===== config.mk =====
export PLATFORM = sky130hd
export DESIGN_NAME = level_key_stepper
export DESIGN_NICKNAME = d
export VERILOG_FILES = /design/src/rtl/level_key_stepper.sv
export SDC_FILE = /design/constraint.sdc
export NUM_CORES = 1
export LEC_CHECK = 0
export CORE_MARGIN = 4
export CORE_UTILIZATION = 45
export DETAILED_ROUTE_END_ITERATION = 12
export PLACE_DENSITY = 0.62
export SYNTH_ARGS = -nofsm -noshare
export SYNTH_HDL_FRONTEND = slang
export SYNTH_SLANG_ARGS = --single-unit

===== constraint.sdc =====
create_clock -name i_clk -period 5.34 [get_ports i_clk]
set_input_delay 1.068 -clock i_clk [delete_from_list [all_inputs] [get_ports i_clk]]
set_output_delay 1.068 -clock i_clk [all_outputs]
set_load 0.1 [all_outputs]

===== src/rtl/level_key_stepper.sv =====
// Two push-buttons (synchronized, debounced, auto-repeating) step a saturating
// level 0..MAX_LEVEL; the level feeds the seven-segment decoder and the effector.
module level_key_stepper #(
    parameter int DEBOUNCE_CYC  = 500000,
    parameter int REPEAT_DELAY  = 25000000,
    parameter int REPEAT_PERIOD = 5000000,
    parameter int MAX_LEVEL     = 31,
    parameter int INIT_LEVEL    = 0
) (
    input  logic       i_clk,
    input  logic       i_rst_n,
    input  logic       i_key_up_n,
    input  logic       i_key_down_n,
    input  logic       i_clear,
    output logic [4:0] o_level,
    output logic       o_step,
    output logic       o_at_min,
    output logic       o_at_max,
    output logic [1:0] o_dbg_state
);

    localparam int DW    = $clog2(DEBOUNCE_CYC + 1);
    localparam int RMAX  = (REPEAT_DELAY > REPEAT_PERIOD) ? REPEAT_DELAY : REPEAT_PERIOD;
    localparam int RW    = $clog2(RMAX + 1);
    localparam logic [4:0] MAX_L  = 5'(MAX_LEVEL);
    localparam logic [4:0] INIT_L = 5'(INIT_LEVEL);

    typedef enum logic [1:0] {
        IDLE   = 2'd0,
        DELAY  = 2'd1,
        REPEAT = 2'd2
    } state_t;

    // Index 0 is the up key, index 1 the down key; all key levels are active-low.
    logic [1:0]    sync1_q, sync2_q, stable_q, stable_d;
    logic [DW-1:0] db_cnt_q [2];
    logic [DW-1:0] db_cnt_d [2];

    state_t        state_q, state_d;
    logic          dir_q, dir_d;
    logic [RW-1:0] rpt_q, rpt_d;
    logic          step_req;
    logic          up_pressed, dn_pressed, latched_pressed;

    logic [4:0]    level_q, level_d;
    logic          step_q, step_d;
    logic          at_min_q, at_max_q;

    always_comb begin
        stable_d = stable_q;
        for (int k = 0; k < 2; k++) begin
            db_cnt_d[k] = '0;
            if (sync2_q[k] != stable_q[k]) begin
                if (db_cnt_q[k] == DW'(DEBOUNCE_CYC - 1)) begin
                    stable_d[k] = ~stable_q[k];
                end else begin
                    db_cnt_d[k] = db_cnt_q[k] + 1'b1;
                end
            end
        end
    end

    assign up_pressed      = ~stable_q[0];
    assign dn_pressed      = ~stable_q[1];
    assign latched_pressed = dir_q ? up_pressed : dn_pressed;

    // dir = 1 means up; the repeat counter expires on the cycle it holds 1.
    always_comb begin
        state_d  = state_q;
        dir_d    = dir_q;
        rpt_d    = rpt_q;
        step_req = 1'b0;
        case (state_q)
            IDLE: begin
                if (up_pressed ^ dn_pressed) begin
                    dir_d    = up_pressed;
                    step_req = 1'b1;
                    rpt_d    = RW'(REPEAT_DELAY);
                    state_d  = DELAY;
                end
            end
            DELAY, REPEAT: begin
                if (!latched_pressed) begin
                    state_d = IDLE;
                end else if (rpt_q == RW'(1)) begin
                    step_req = 1'b1;
                    rpt_d    = RW'(REPEAT_PERIOD);
                    state_d  = REPEAT;
                end else begin
                    rpt_d = rpt_q - 1'b1;
                end
            end
            default: state_d = IDLE;
        endcase
    end

    always_comb begin
        level_d = level_q;
        step_d  = 1'b0;
        if (i_clear) begin
            level_d = INIT_L;
        end else if (step_req) begin
            if (dir_d) begin
                if (level_q < MAX_L) begin
                    level_d = level_q + 5'd1;
                    step_d  = 1'b1;
                end
            end else if (level_q != 5'd0) begin
                level_d = level_q - 5'd1;
                step_d  = 1'b1;
            end
        end
    end

    always_ff @(posedge i_clk) begin
        if (!i_rst_n) begin
            sync1_q  <= 2'b11;
            sync2_q  <= 2'b11;
            stable_q <= 2'b11;
            for (int k = 0; k < 2; k++) db_cnt_q[k] <= '0;
            state_q  <= IDLE;
            dir_q    <= 1'b0;
            rpt_q    <= '0;
            level_q  <= INIT_L;
            step_q   <= 1'b0;
            at_min_q <= (INIT_L == 5'd0);
            at_max_q <= (INIT_L == MAX_L);
        end else begin
            sync1_q  <= {i_key_down_n, i_key_up_n};
            sync2_q  <= sync1_q;
            stable_q <= stable_d;
            for (int k = 0; k < 2; k++) db_cnt_q[k] <= db_cnt_d[k];
            state_q  <= state_d;
            dir_q    <= dir_d;
            rpt_q    <= rpt_d;
            level_q  <= level_d;
            step_q   <= step_d;
            at_min_q <= (level_d == 5'd0);
            at_max_q <= (level_d == MAX_L);
        end
    end

    assign o_level     = level_q;
    assign o_step      = step_q;
    assign o_at_min    = at_min_q;
    assign o_at_max    = at_max_q;
    assign o_dbg_state = state_q;

endmodule


==> results.py, run 1 <==
metrics = {
    "clock_tree": {
        "cts_buffers": 9,
        "clkSlewWorstSetupHoldPaths_ns": 0.09,
        "htreeDepth": 3,
        "postCtsResizedCells": 0,
        "cts_hold_buf": 0,
        "cts_sinks": 80,
        "clockRootBuffer": "clkbuf_8",
        "cts_tree": "built",
        "clk_path_buf_depth": 2,
        "clk_latency_ns": 0.34,
        "post_cts_buffers": 0,
    },
    "critical_path": {
        "r2r_cells": 8,
        "cp-end-kind": "output port",
        "crit_buf_inv": 1,
        "timing.rr.end": "o_at_min",
        "r2r_slack_ns": 2.44,
        "rr_startpoint": "rpt_q[14]",
        "cp.depth": 1,
        "critPathMaxFanout": 13,
        "critical_path.cell_chain": "clkdlybuf4s50_1",
        "cp-start-kind": "flip-flop",
        "worstPathArrival_ns": 2.13,
        "critPathSlowestCell": "clkdlybuf4s50_1",
        "cp_top_family": "buffers and inverters",
        "required_ns": 4.27,
        "cp_slowest_stage_delay_ns": 1.21,
        "critPathKind": "flip-flop to output port",
    },
    "finish": {
        "final_core_util": 0.525,
        "fillers": 837,
        "area_growth_pct": 11.2,
        "final_nets": 500,
        "drive_gt1_frac": 0.0611,
        "diodes": 0,
        "stdcell_count": 596,
    },
    "die": {
        "row_count": 33,
        "dieWidth_um": 102,
        "start_util": 0.472,
        "dieArea_mm2": 0.0104,
        "core-area_mm2": 0.00838,
        "die_h_um": 102,
        "io_pins": 15,
    },
    "placed_design": {
        "gp_congestion": 0.830,
        "hpwl_um": 5550,
        "pre_cts_ws_ns": 1.84,
        "dp.cells": 580,
        "portBuffers": 14,
    },
    "synth": {
        "yosysMostFrequentCell": "nor2_1",
        "synth-seq-cells": 80,
        "synth_nets": 491,
        "yosysTopAreaCell": "dfxtp_1",
        "synth.area.top_cells": "dfxtp_1 40%, nor2_1 7.9%, xor2_1 6.0%, xnor2_1 5.5%, nand2_1 3.3%",
        "synth_common_cells": "83 x nor2_1, 80 x dfxtp_1, 35 x nand2_1, 27 x xor2_1, 25 x xnor2_1",
        "ys_seq_area_frac": 0.405,
        "synth_top_cell_area_share": 0.405,
        "synth_area_mm2": 0.00396,
        "syn_avg_cell_area_um2": 8.29,
        "synth_cells": 477,
        "synth_ff_type": "dfxtp_1",
        "ys_warn_count": 0,
        "synth-edff-count": 0,
        "synth.distinct_cells": 54,
        "synthArstFlopShare": 0,
    },
    "sta": {
        "hold_viol_final": 0,
        "fmax_ghz": 0.313,
        "setup_slack_ns": 2.14,
        "relSlewSlack": 0.345,
        "tns_ns": 0,
        "setup_violations": 0,
        "period_share": 0.598,
        "clock_skew_ns": 0.00814,
        "rsz0062_at_grt": "false",
        "min_period_ns": 3.20,
        "worst_pin_slew_ns": 0.980,
        "drv_slew": 0,
    },
    "pwr": {
        "total_power_uw": 1110,
        "power_per_cell_area_mw_per_mm2": 253,
        "ir_worst_vdd_mv": 0.144,
        "p_leak_uw": 0.00157,
    },
    "hold_path": {
        "holdCritPathClass": "flip-flop to flip-flop",
        "hold_end": "sync2_q[0]",
        "hold_start": "sync1_q[0]",
        "worst_hold_path.num_cells": 1,
    },
    "drt": {
        "drc": 0,
        "drtIter0Drc": 116,
        "wire_per_inst_um": 13.4,
        "ant_nets": 0,
        "route.vias.total": 3295,
        "via_per_inst": 5.53,
        "drt-pass1-iter-count": 4,
        "wirelength_um": 7970,
    },
    "job": {
        "cap_violations": 0,
    },
    "grt": {
        "grt_antenna_before_repair": 0,
        "grtUsageTotal": 0.167,
        "grt_pass1_wl_um": 14100,
        "grt_max_degree": 20,
        "grt_pass1_vias": 3167,
        "gr-total-overflow": 0,
    },
    "run_status": {
        "status": "finished clean",
    },
}
## flip-flops by register name, indices dropped and copies added, names as in the netlist
name         flops
o_at_min         1
o_level          5
rpt_q           25
db_cnt_q        38
sync2_q          2
o_dbg_state      2
o_at_max         1
sync1_q          2
stable_q         2
o_step           1
dir_q            1
## power by group
part	internal (uW)	switching, uW	total [uW]
clock network	268	233	501
registers	598	1.01	599
logic	4.78	9.44	14.2
## per-stage QoR
step	hold slack [ns]	instance area [um2]
final	0.415	4400
after global routing	0.441	4400
after CTS	0.427	4400
after detailed placement	0.408	4170
after global placement	0.393	4170
after floorplan	0.386	3960
## per-layer routing
layer  GRT usage  up-vias  part of all wire
met5           0        -                 0
met4      0.0613        0             0.011
met3      0.0372       12             0.041
met2       0.257       61              0.45
met1       0.231     1545              0.50
li1            -     1677                 -
## placed cells by master, fill, tap and decap left out, drive strengths merged, types with 2 or more instances in the layout
cell / count
and2: 7
nand2b: 9
or3: 8
clkdlybuf4s50: 14
o22ai: 2
ha: 9
dfxtp: 80
bufinv: 2
nand3b: 5
nor2b: 4
nor3: 14
and4: 2
o31ai: 3
o41ai: 5
nor4: 8
nand4: 9
and3: 5
o21a: 2
nand2: 35
a31oi: 3
or2: 5
a21oi: 18
o21ai: 14
clkbuf: 9
xnor2: 25
nor2: 83
o21bai: 2
or4: 5
inv: 16
a21boi: 2
nand3: 23
mux2i: 2
a22oi: 5
buf: 2
clkinvlp: 3
xor2: 27
nor3b: 3
a211oi: 6
## logic make-up (layout without fill, tap and decap cells)
group | Yosys count | after routing | synth area share
adder cells (fa/ha/maj) | 9 | 9 | 0.0285
buffers and inverters | 32 | 46 | 0.0307
multiplexers | 2 | 2 | 0.00506
flip-flops | 80 | 80 | 0.405
XOR/XNOR | 52 | 52 | 0.115
AO/OA/AOI/OAI | 71 | 71 | 0.126
AND/OR/NAND/NOR | 231 | 231 | 0.290
## final cells by class
class | count | area, um2 | share of cell area
repair buffers | 16 | 155 | 0.0353
inverters | 14 | 52.6 | 0.0119
clock buffers | 9 | 124 | 0.0281
clock inverters | 7 | 103 | 0.0233
well taps | 105 | 131 | 0.0299
multi-input cells | 365 | 2230 | 0.508
flip-flops and latches | 80 | 1600 | 0.364
## how the worst max path moves through the flow
stage                        start              end  slack [ns]
floorplan           o_dbg_state[0]         rpt_q[0]        2.26
global placement           i_rst_n  db_cnt_q[0][17]        1.95
detailed placement         i_rst_n   db_cnt_q[0][6]        1.84
CTS                     o_level[2]       o_level[2]        2.13
global route               i_rst_n  db_cnt_q[0][18]        2.01
finish                  o_level[2]       o_level[2]        2.14
Power figures use the tool's default switching activity.
==> run 2: changes to the inputs <==
- clock period: 5.34 -> 3.2 ns (I/O delays scaled with it)
==> results.py, run 2 (same netlist as run 1, synthesis figures left out) <==
metrics = {
    "sta": {
        "tns_ns": 0,
        "period_share": 0.900,
        "fmax_ghz": 0.347,
        "setup_violations": 0,
        "min_period_ns": 2.88,
        "rsz0062_at_grt": "false",
        "worst_pin_slew_ns": 0.777,
        "relSlewSlack": 0.477,
        "hold_viol_final": 0,
        "clock_skew_ns": 0.0118,
        "drv_slew": 0,
    },
    "grt": {
        "grt_pass1_wl_um": 13600,
        "grtUsageTotal": 0.165,
        "grt_max_degree": 20,
        "grt_pass1_vias": 2938,
        "gr-total-overflow": 0,
        "grt_antenna_before_repair": 0,
    },
    "clock_tree": {
        "cts_tree": "built",
        "htreeDepth": 3,
        "clkSlewWorstSetupHoldPaths_ns": 0.08,
        "post_cts_buffers": 0,
        "cts_sinks": 80,
        "clk_path_buf_depth": 2,
        "postCtsResizedCells": 0,
        "clk_latency_ns": 0.35,
        "cts_hold_buf": 0,
        "cts_buffers": 9,
        "clockRootBuffer": "clkbuf_8",
    },
    "critical_path": {
        "cp-end-kind": "flip-flop",
        "critPathMaxFanout": 13,
        "cp_slowest_stage_delay_ns": 0.63,
        "r2r_slack_ns": 0.32,
        "required_ns": 3.43,
        "critPathKind": "flip-flop to flip-flop",
        "critical_path.cell_chain": "inv_1 > ha_1 > nor2b_1 > o21ai_0 > or3b_2 > nor2_1 > nor4b_1 > xnor2_1 > a21oi_1",
        "critPathSlowestCell": "or3b_2",
        "worstPathArrival_ns": 3.11,
        "cp-start-kind": "flip-flop",
    },
    "die": {
        "dieArea_mm2": 0.0104,
        "die_h_um": 102,
        "dieWidth_um": 102,
        "io_pins": 15,
        "start_util": 0.472,
        "row_count": 33,
        "core-area_mm2": 0.00838,
    },
    "finish": {
        "layout_common_cells": "83 x nor2_1, 80 x dfxtp_1, 35 x nand2_1",
        "final_nets": 503,
        "drive_gt1_frac": 0.0850,
        "final_common_cell": "nor2_1",
        "diodes": 0,
        "largest_reg_flops": 38,
        "area_growth_pct": 10.0,
        "top_register": "db_cnt_q",
    },
    "pwr": {
        "total_power_uw": 1710,
        "ir_worst_vdd_mv": 0.294,
        "power_per_cell_area_mw_per_mm2": 392,
        "p_leak_uw": 0.00158,
    },
    "drt": {
        "wire_per_inst_um": 13.4,
        "drt-pass1-iter-count": 4,
        "drtIter0Drc": 176,
        "wirelength_um": 8040,
        "via_per_inst": 5.39,
        "drc": 0,
        "route.vias.total": 3231,
        "ant_nets": 0,
    },
    "placed_design": {
        "gp_congestion": 0.821,
        "portBuffers": 14,
        "hpwl_um": 5710,
    },
    "hold_path": {
        "holdCritPathClass": "flip-flop to flip-flop",
    },
    "run_status": {
        "status": "finished clean",
    },
    "job": {
        "cap_violations": 0,
    },
}
==> run 2: changes by cell type in the layout (fill, tap and decap cells not counted) <==
cell,change
buf_4,+13
clkdlybuf4s50_1,-10
bufinv_16,-2
clkbuf_1,+1
clkbuf_8,+1
inv_6,+1
inv_8,-1
==> run 2: worst paths after layout <==
path / startpoint / end / cells after the start
worst max-delay path: o_dbg_state[0] / rpt_q[22] / 9
worst min-delay path: sync1_q[0] / sync2_q[0] / 1
worst max register to register: o_dbg_state[0] / rpt_q[22] / 9
worst min register to register: sync1_q[0] / sync2_q[0] / 1
==> run 2: layer usage <==
| layer | global-route usage | part of all wire | vias up |
|---|---|---|---|
| met2 | 0.244 | 0.44 | 48 |
| met5 | 0 | 0 | - |
| met1 | 0.228 | 0.50 | 1487 |
| li1 | - | - | 1684 |
| met3 | 0.0482 | 0.047 | 12 |
| met4 | 0.0562 | 0.016 | 0 |
==> run 2: critical path: cells and delay by family, from the launching register on <==
family                     cells  cell delay, ns
and+or+nand+nor                4            1.43
adders and majority gates      1            0.45
DFF                            1            0.38
AOI/OAI and AO/OA              2            0.28
xor gates and xnor gates       1            0.16
buffers and inverters          1            0.07
==> run 2: cell type report <==
type / instances / area [um2]
Clock buffer: 11 / 141
Clock inverter: 5 / 40.0
Fill cell: 814 / 4030
Inverter: 14 / 52.6
Multi-Input combinational cell: 365 / 2230
Sequential cell: 80 / 1600
Tap cell: 105 / 131
Timing Repair Buffer: 19 / 153
==> run 2: report_power, final <==
group | leakage, uW | internal [uW] | switching [uW]
logic | 0.000851 | 9.54 | 16.8
clock network | 0.0000826 | 309 | 374
registers | 0.000645 | 997 | 1.63
==> run 2: through the flow <==
| stage | setup slack, ns | std cells | utilization | area, um2 | hold slack (ns) |
|---|---|---|---|---|---|
| final | 0.321 | 599 | 0.519 | 4350 | 0.412 |
| after global routing | 0.124 | 599 | 0.519 | 4350 | 0.446 |
| after CTS | 0.360 | 599 | 0.519 | 4350 | 0.414 |
| after detailed placement | 0.392 | 583 | 0.498 | 4170 | 0.391 |
| after global placement | 0.485 | 583 | 0.498 | 4170 | 0.392 |
| after floorplan | 0.119 | 477 | - | 3960 | 0.386 |
==> run 3: changes to the inputs <==
- CORE_MARGIN: 4 -> 2
- RECOVER_POWER: unset -> 50
- clock period: 3.2 -> 2.94 ns (I/O delays scaled with it)
==> results.py, run 3 (same netlist as run 1, synthesis figures left out) <==
metrics = {
    "sta": {
        "period_share": 0.926,
        "worst_pin_slew_ns": 1.23,
        "rsz0062_at_grt": "false",
        "whs_ns": 0.426,
        "tns_ns": 0,
        "setup_slack_ns": 0.216,
        "min_period_ns": 2.72,
        "hold_viol_final": 0,
        "setup_violations": 0,
        "drv_slew": 0,
        "fmax_ghz": 0.367,
        "clock_skew_ns": 0.0141,
        "relSlewSlack": 0.183,
    },
    "critical_path": {
        "cp-start-kind": "flip-flop",
        "critPathMaxFanout": 6,
        "cp-end-kind": "flip-flop",
        "cpMostUsedCell": "o41ai_2",
        "critPathKind": "flip-flop to flip-flop",
        "worstPathArrival_ns": 2.98,
        "critical_path.cell_chain": "or2_1 > or4_4 > or3_1 > o21ba_4 > o41ai_2 > a21oi_1 > o41ai_2",
        "critPathSlowestCell": "or3_1",
        "r2r_slack_ns": 0.22,
        "cp_slowest_stage_delay_ns": 0.49,
        "required_ns": 3.20,
        "r2r_cells": 7,
    },
    "grt": {
        "grt_pass1_wl_um": 14300,
        "grt_max_degree": 20,
        "grtUsageTotal": 0.178,
        "gr-total-overflow": 0,
        "grt_pass1_vias": 3138,
        "grt_antenna_before_repair": 0,
    },
    "drt": {
        "route.vias.total": 3245,
        "wirelength_um": 8050,
        "wire_per_inst_um": 13.3,
        "ant_nets": 0,
        "top_layer_used": "met4",
        "wl_met3_um": 229,
        "drc": 0,
        "drtIter0Drc": 118,
        "dr_wl_met2_um": 3860,
        "drt-pass1-iter-count": 4,
        "wl_met1_um": 3910,
        "via_per_inst": 5.35,
    },
    "die": {
        "start_util": 0.458,
        "core-area_mm2": 0.00864,
        "die_h_um": 97.8,
        "dieArea_mm2": 0.00956,
        "io_pins": 15,
        "dieWidth_um": 97.8,
        "row_count": 34,
    },
    "finish": {
        "top_register": "db_cnt_q",
        "drive_gt1_frac": 0.0741,
        "area_growth_pct": 10.5,
        "diodes": 0,
        "largest_reg_flops": 38,
        "final_common_cell": "nor2_1",
        "multi_input_area_mm2": 0.00224,
        "regArea_mm2": 0.00160,
        "final_nets": 508,
        "fillers": 862,
        "layout_common_cells": "83 x nor2_1, 78 x dfxtp_1, 35 x nand2_1",
    },
    "placed_design": {
        "pre_cts_ws_ns": 0.223,
        "portBuffers": 14,
        "hpwl_um": 5800,
        "gp_congestion": 0.850,
    },
    "clock_tree": {
        "post_cts_buffers": 0,
        "cts_hold_buf": 0,
        "clockRootBuffer": "clkbuf_8",
        "cts_tree": "built",
        "clkSlewWorstSetupHoldPaths_ns": 0.09,
        "htreeDepth": 3,
        "clk_path_buf_depth": 2,
        "cts_buffers": 9,
        "cts_sinks": 80,
        "clk_latency_ns": 0.35,
        "postCtsResizedCells": 0,
    },
    "pwr": {
        "power_per_cell_area_mw_per_mm2": 440,
        "ir_worst_vdd_mv": 0.267,
        "total_power_uw": 1920,
        "p_leak_uw": 0.00158,
    },
    "run_status": {
        "status": "finished clean",
    },
    "job": {
        "cap_violations": 0,
    },
    "hold_path": {
        "worst_hold_path.num_cells": 1,
        "holdCritPathClass": "flip-flop to flip-flop",
    },
}
==> run 3: cell count changes in the layout (fill, tap and decap cells not counted), sizes merged <==
cell and delta:
dlygate4sd3 +1, clkinvlp -3, clkdlybuf4s50 -1, buf -7, bufinv +1, clkbuf +11, clkinv +3
==> run 3: power breakdown <==
| group | internal (uW) | total [uW] | switching [uW] |
|---|---|---|---|
| Sequential | 1090 | 1090 | 1.75 |
| Clock | 398 | 805 | 408 |
| Combinational | 10.3 | 28.4 | 18.1 |
==> run 3: path summary, 6_finish.rpt <==
| path | endpoint | start |
|---|---|---|
| max reg2reg | o_at_min | rpt_q[9] |
| min reg2reg | sync2_q[1] | sync1_q[1] |
| max | o_at_min | rpt_q[9] |
| min | sync2_q[1] | sync1_q[1] |
==> run 3: stage by stage <==
stage / cell area, um2 / cells / utilization
after floorplan: 3960 / 477 / -
after global placement: 4220 / 591 / 0.488
after detailed placement: 4220 / 591 / 0.488
after CTS: 4410 / 607 / 0.511
after global routing: 4370 / 607 / 0.506
final: 4370 / 607 / 0.506
==> run 3: per-layer routing <==
| metal | vias to the layer above | global-route usage |
|---|---|---|
| li1 | 1694 | - |
| met1 | 1512 | 0.227 |
| met2 | 35 | 0.297 |
| met3 | 4 | 0.0523 |
| met4 | 0 | 0.0481 |
| met5 | - | 0 |
==> run 3: worst max-delay path, delay by kind of cell (launching register included) <==
| kind | cells | cell delay, ns |
|---|---|---|
| AO/OA/AOI/OAI | 4 | 1.09 |
| flip-flops | 1 | 0.35 |
| AND/OR/NAND/NOR | 3 | 1.19 |
==> run 3: layout make-up <==
cell class / instances / share of cell area
flip-flops and latches: 80 / 0.367
clock inverters: 6 / 0.0152
multi-input cells: 365 / 0.512
inverters: 14 / 0.0120
clock buffers: 10 / 0.0292
well taps: 108 / 0.0309
repair buffers: 24 / 0.0332
